--- src/rtl/bistable_state_capture.sv ---
// -----------------------------------------------------------------------------
// bistable_state_capture
//
// Clocked consumer of the complementary w1/w2 node pair from a free-running
// cross-coupled-inverter bistable. Both rails are synchronized into the clk
// domain, qualified as a legal complementary pair, debounced, and reported as
// a registered state with one-cycle change pulses. Persistent both-equal
// (illegal) conditions are flagged and counted once per episode.
//
// Parameters:
//   SYNC_STAGES    synchronizer flops per rail (>= 2)
//   STABLE_CYCLES  consecutive identical qualified samples to accept a value
//                  or to declare an illegal episode (>= 2)
//   CNT_W          width of the illegal-episode counter
//
// Ports:
//   clk          single clock, rising edge
//   rst_n        asynchronous active-low reset
//   w1_in        bistable rail 1 (asynchronous to clk)
//   w2_in        bistable rail 2 (asynchronous to clk)
//   err_clr      one-cycle synchronous clear of illegal_err / illegal_cnt
//   state_q      accepted bistable value (w1 of the last qualified pair)
//   state_valid  high while the FSM is in STABLE
//   rise_pulse   one-cycle pulse on a 0->1 change of state_q within STABLE
//   fall_pulse   one-cycle pulse on a 1->0 change of state_q within STABLE
//   illegal_err  sticky flag, set on every entry to ILLEGAL
//   illegal_cnt  number of ILLEGAL entries, saturating at all-ones
// -----------------------------------------------------------------------------
module bistable_state_capture #(
    parameter int SYNC_STAGES   = 2,
    parameter int STABLE_CYCLES = 4,
    parameter int CNT_W         = 8
) (
    input  logic             clk,
    input  logic             rst_n,
    input  logic             w1_in,
    input  logic             w2_in,
    input  logic             err_clr,
    output logic             state_q,
    output logic             state_valid,
    output logic             rise_pulse,
    output logic             fall_pulse,
    output logic             illegal_err,
    output logic [CNT_W-1:0] illegal_cnt
);

    localparam int SC_W = $clog2(STABLE_CYCLES + 1);
    localparam logic [SC_W-1:0]  RUN_MAX = SC_W'(STABLE_CYCLES);
    localparam logic [CNT_W-1:0] CNT_MAX = {CNT_W{1'b1}};

    localparam logic [1:0] ST_UNKNOWN = 2'd0;
    localparam logic [1:0] ST_STABLE  = 2'd1;
    localparam logic [1:0] ST_ILLEGAL = 2'd2;

    logic [SYNC_STAGES-1:0] w1_sync;
    logic [SYNC_STAGES-1:0] w2_sync;
    logic                   w1_s;
    logic                   w2_s;
    logic                   sample_legal;

    logic [1:0]      fsm;
    logic            cand;
    logic            cand_next;
    logic [SC_W-1:0] sc;
    logic [SC_W-1:0] sc_next;
    logic [SC_W-1:0] ic;
    logic [SC_W-1:0] ic_next;

    logic acquire;
    logic change;
    logic enter_illegal;

    // -------------------------------------------------------------------------
    // Per-rail synchronizers. Each rail is synchronized independently, so rail
    // skew shows up as a short illegal or differing run that the debounce
    // below absorbs.
    // -------------------------------------------------------------------------
    // NOTE: state is written with non-blocking assignments so every flop
    // samples the pre-edge value of its neighbours, giving a true shift chain.
    always_ff @(posedge clk or negedge rst_n) begin
        if (!rst_n) begin
            w1_sync <= '0;
            w2_sync <= '0;
        end else begin
            w1_sync <= {w1_sync[SYNC_STAGES-2:0], w1_in};
            w2_sync <= {w2_sync[SYNC_STAGES-2:0], w2_in};
        end
    end

    assign w1_s         = w1_sync[SYNC_STAGES-1];
    assign w2_s         = w2_sync[SYNC_STAGES-1];
    assign sample_legal = w1_s ^ w2_s;

    // -------------------------------------------------------------------------
    // Settle counter / candidate and illegal run counter. Both saturate at
    // STABLE_CYCLES; decisions are taken on the edge where the *next* value
    // reaches the limit, so the outputs move on that same edge.
    // -------------------------------------------------------------------------
    // NOTE: every combinational output gets a default first so no path
    // through the block leaves a signal unassigned (no latch inferred).
    always_comb begin
        cand_next = cand;
        sc_next   = sc;
        ic_next   = ic;
        if (sample_legal) begin
            ic_next = '0;
            if (w1_s == cand) begin
                sc_next = (sc == RUN_MAX) ? sc : sc + SC_W'(1);
            end else begin
                cand_next = w1_s;
                sc_next   = SC_W'(1);
            end
        end else begin
            sc_next = '0;
            ic_next = (ic == RUN_MAX) ? ic : ic + SC_W'(1);
        end
    end

    // A saturated settle counter in STABLE with cand == state_q is the steady
    // case and must not produce a pulse; only a differing candidate does.
    assign acquire       = (sc_next == RUN_MAX) && (fsm != ST_STABLE);
    assign change        = (sc_next == RUN_MAX) && (fsm == ST_STABLE) && (cand_next != state_q);
    // Staying in ILLEGAL with ic saturated is one episode, counted once.
    assign enter_illegal = (ic_next == RUN_MAX) && (fsm != ST_ILLEGAL);

    // -------------------------------------------------------------------------
    // FSM, registered state and pulses, error bookkeeping.
    // -------------------------------------------------------------------------
    always_ff @(posedge clk or negedge rst_n) begin
        if (!rst_n) begin
            fsm         <= ST_UNKNOWN;
            cand        <= 1'b0;
            sc          <= '0;
            ic          <= '0;
            state_q     <= 1'b0;
            rise_pulse  <= 1'b0;
            fall_pulse  <= 1'b0;
            illegal_err <= 1'b0;
            illegal_cnt <= '0;
        end else begin
            cand <= cand_next;
            sc   <= sc_next;
            ic   <= ic_next;

            // Acquisition sets state_q silently; only a change within STABLE
            // is reported as an edge.
            if (acquire || change) begin
                state_q <= cand_next;
            end
            rise_pulse <= change && cand_next;
            fall_pulse <= change && !cand_next;

            // acquire and enter_illegal are mutually exclusive: one needs a
            // legal sample, the other an illegal one.
            if (acquire) begin
                fsm <= ST_STABLE;
            end else if (enter_illegal) begin
                fsm <= ST_ILLEGAL;
            end

            // An entry on the same edge as err_clr wins and counts as the
            // first episode after the clear.
            if (enter_illegal) begin
                illegal_err <= 1'b1;
                if (err_clr) begin
                    illegal_cnt <= CNT_W'(1);
                end else if (illegal_cnt != CNT_MAX) begin
                    illegal_cnt <= illegal_cnt + CNT_W'(1);
                end
            end else if (err_clr) begin
                illegal_err <= 1'b0;
                illegal_cnt <= '0;
            end
        end
    end

    assign state_valid = (fsm == ST_STABLE);

endmodule

--- config.mk ---
export PLATFORM = sky130hd
export DESIGN_NAME = bistable_state_capture
export DESIGN_NICKNAME = d
export VERILOG_FILES = /design/src/rtl/bistable_state_capture.sv
export SDC_FILE = /design/constraint.sdc
export NUM_CORES = 1
export LEC_CHECK = 0
export ABC_AREA = 1
export BUFFER_PORTS_ARGS = -buffer_cell sky130_fd_sc_hd__buf_4
export CAP_MARGIN = 5
export CORE_MARGIN = 3
export CORE_UTILIZATION = 55
export CTS_BUF_LIST = sky130_fd_sc_hd__clkbuf_8 sky130_fd_sc_hd__clkbuf_16
export DETAILED_ROUTE_END_ITERATION = 6
export PLACE_DENSITY = 0.77
export SLEW_MARGIN = 5
export SYNTH_ARGS = -nofsm -noshare
export SYNTH_HDL_FRONTEND = slang
export SYNTH_SLANG_ARGS = --single-unit
--- constraint.sdc ---
create_clock -name clk -period 1.65 [get_ports clk]
set_clock_uncertainty 0.05 [all_clocks]
set_input_delay 0.165 -clock clk [delete_from_list [all_inputs] [get_ports clk]]
set_output_delay 0.165 -clock clk [all_outputs]
set_load 0.05 [all_outputs]
==> impl_metrics.yaml <==
power:
  p_comb_frac: 0.353
  power_per_cell_area_nw_per_um2: 1080
  p_int_mw: 1.08
  p_leak_nw: 0.858
  pwr-share-clk: 0.211
  vdd_drop_max_mv: 0.934
  seqPwrFrac: 0.436
  finalPower_mw: 1.74
  p_switching_mw: 0.668
  switching_share: 0.383
route:
  drt_iter0_drc: 25
  drt_wl_total_um: 2800
  drtPass1Iterations: 4
  ant_nets: 0
  viasPerCell: 5.26
  drc: 0
  wl_per_cell_um: 12.9
  num_vias: 1141
die:
  die_x_um: 55.1
  initial_core_util: 0.588
  dieHeight_um: 55.1
  ios: 18
  rows: 17
  dieArea_um2: 3040
  core-area_um2: 2250
global_route:
  antenna_found_initial: 0
  overflow: 0
  grt_pass1_wl_um: 4550
  grt_pass1_vias: 1035
  track_usage: 0.217
  grt_max_degree: 26
sta:
  finalSetupTns_ns: 0
  slew_viol_final: 0
  setup_violations: 0
  finalHoldViolCount: 0
  period_share: 0.974
  setup_slack_ns: 0.0433
  post-route-min-period_ns: 1.61
  fmax_mhz: 622
  rsz0062_at_grt: "yes"
  tightest_slew_ns: 0.362
  maxSlewHeadroom: 0.758
cts:
  clock_latency_ns: 0.27
  clockBufferDepth: 2
  clock_sinks: 25
  cts_buffers: 3
  cts_tree: "built"
  root_buffer: "clkbuf_8"
  htreeDepth: 1
  cts.clk_slew.worst_paths_ns: 0.09
synth:
  yosysMostFrequentCell: "nand2_1"
  synth_area_leaders: "dfrtp_1, nand2_1, inv_1"
  async_flop_share: 1.00
  synth_fp_nets: 175
  yosysUniqueCellTypes: 28
  ys_ff_latch: 25
  synth-seq-area-share: 0.472
  yosysTopAreaCellShare: 0.472
  ys_warn_count: 0
  synth_common_cells: "nand2_1, inv_1, dfrtp_1"
  synth_area_per_cell_um2: 8.04
  synthCells: 165
  netlist_area_um2: 1330
  synth_edf_count: 0
  yosys.area.top_type: "dfrtp_1"
  synthFlopType: "dfrtp_1"
final_layout:
  nFillCells: 189
  area_growth_pct: 21.4
  utilization: 0.714
  instances_no_fill: 217
  layout-drive-gt1-share: 0.222
  diodes: 0
  nets: 200
place:
  globalplace.congestion: 0.798
  placedCellCount: 208
  place_hpwl_um: 2000
  dpl_worst_slack_ns: 0.0322
  port_buffers: 17
min_path:
  min_path_type: "in -> reg"
critical_path:
  crit_type: "reg -> reg"
  reg2reg_slack_ns: 0.04
  critPathMaxFanout: 8
  crit_arrival_ns: 1.77
  cp-end-kind: "register"
  cp.required_ns: 1.82
  startpoint_type: "register"
outcome:
  status: "finished clean"
run:
  maxCapViolations: 0
[kinds of logic after synthesis]
kind of cell               Yosys count  synth area share
AOI/OAI and AO/OA                    9            0.0491
xor gates and xnor gates             3            0.0198
adders and majority gates            5            0.0472
buffers and inverters               30            0.0858
DFF                                 25             0.472
and+or+nand+nor                     93             0.326
[power by group through the flow]
stage	Sequential [mW]	Combinational (mW)	Clock, mW
after CTS	0.750	0.499	0.373
after detailed placement	0.761	0.491	0
final	0.761	0.616	0.367
after global routing	0.775	0.685	0.395
after global placement	0.755	0.469	0
after floorplan	0.791	0.347	0
[what timing repair did]
item | in CTS | in global routing
hold buffers | 3 | 0
cloned | 0 | 0
endpoints found under the setup margin | 1 | 9
buffers inserted | 0 | 2
gates resized for setup | 0 | 10
endpoints found under the hold margin | 27 | 0
pin swaps | 1 | 6
[path summary, 6_finish.rpt]
| path | end | cells past startpoint | from |
|---|---|---|---|
| setup / recovery | illegal_err | 8 | ic[0] |
| hold / removal | illegal_cnt[4] | 4 | err_clr |
| setup reg to reg | illegal_err | 8 | ic[0] |
| hold reg to reg | w2_sync[1] | 0 | w2_sync[0] |
| max in group asynchronous | illegal_cnt[0] | 2 | rst_n |
| min in group asynchronous | illegal_cnt[3] | 2 | rst_n |
[layout make-up]
cell class | count | area, um2 | share of cell area
Clock buffer | 3 | 41.3 | 0.0256
Inverter | 28 | 106 | 0.0660
Timing Repair Buffer | 22 | 173 | 0.107
Tap cell | 28 | 35.0 | 0.0218
Multi-Input combinational cell | 110 | 622 | 0.386
Sequential cell | 25 | 628 | 0.390
Clock inverter | 1 | 5.00 | 0.00311
[per-layer routing]
layer  up-vias  GRT usage  part of all wire
met5         -          0                 0
met4         0      0.126             0.029
li1        563          -                 -
met2        28      0.321              0.48
met1       541      0.290              0.45
met3         9     0.0483             0.041
[worst max-delay path, stage by stage (launching register included)]
cell	delay, ns
dfrtp_1	0.42
inv_2	0.10
ha_4	0.15
nand2_4	0.05
nand2_2	0.10
nand3_4	0.09
nor3_4	0.35
buf_4	0.18
a21o_1	0.07
[registers in the layout, summed over array words and instances (netlist names)]
| register | count |
|---|---|
| rise_pulse | 1 |
| cand | 1 |
| illegal_err | 1 |
| state_q | 1 |
| fsm | 2 |
| w1_sync | 2 |
| illegal_cnt | 8 |
| ic | 3 |
| fall_pulse | 1 |
| w2_sync | 2 |
| sc | 3 |
[layout by cell type, fill, tap and decap left out]
| cell | n |
|---|---|
| nand2_1 | 42 |
| inv_1 | 24 |
| dfrtp_1 | 23 |
| nor2_1 | 20 |
| buf_4 | 19 |
| nand3_1 | 18 |
| ha_1 | 4 |
| inv_2 | 3 |
| clkbuf_8 | 3 |
| dlygate4sd3_1 | 3 |
| nand2_2 | 2 |
| clkinv_2 | 2 |
| nand2_4 | 2 |
| a21oi_1 | 2 |
| nand3_4 | 2 |
| xor2_1 | 2 |
| o2111ai_1 | 2 |
| dfrtp_2 | 2 |
| a21oi_2 | 1 |
| nand3_2 | 1 |
| o21ai_2 | 1 |
| nand4_1 | 1 |
| nor2_2 | 1 |
| nand3b_1 | 1 |
| nor2_4 | 1 |
| nor3_4 | 1 |
| nor3_1 | 1 |
| o21ai_0 | 1 |
| o21bai_1 | 1 |
| xnor2_1 | 1 |
| a21o_1 | 1 |
| ha_4 | 1 |
[stage by stage]
stage               hold slack, ns  instance area (um2)
floorplan                   -0.181                 1330
global placement            0.0300                 1480
detailed placement          0.0379                 1480
CTS                          0.157                 1560
global route                 0.204                 1610
finish                       0.165                 1610
Power figures use the tool's default switching activity.
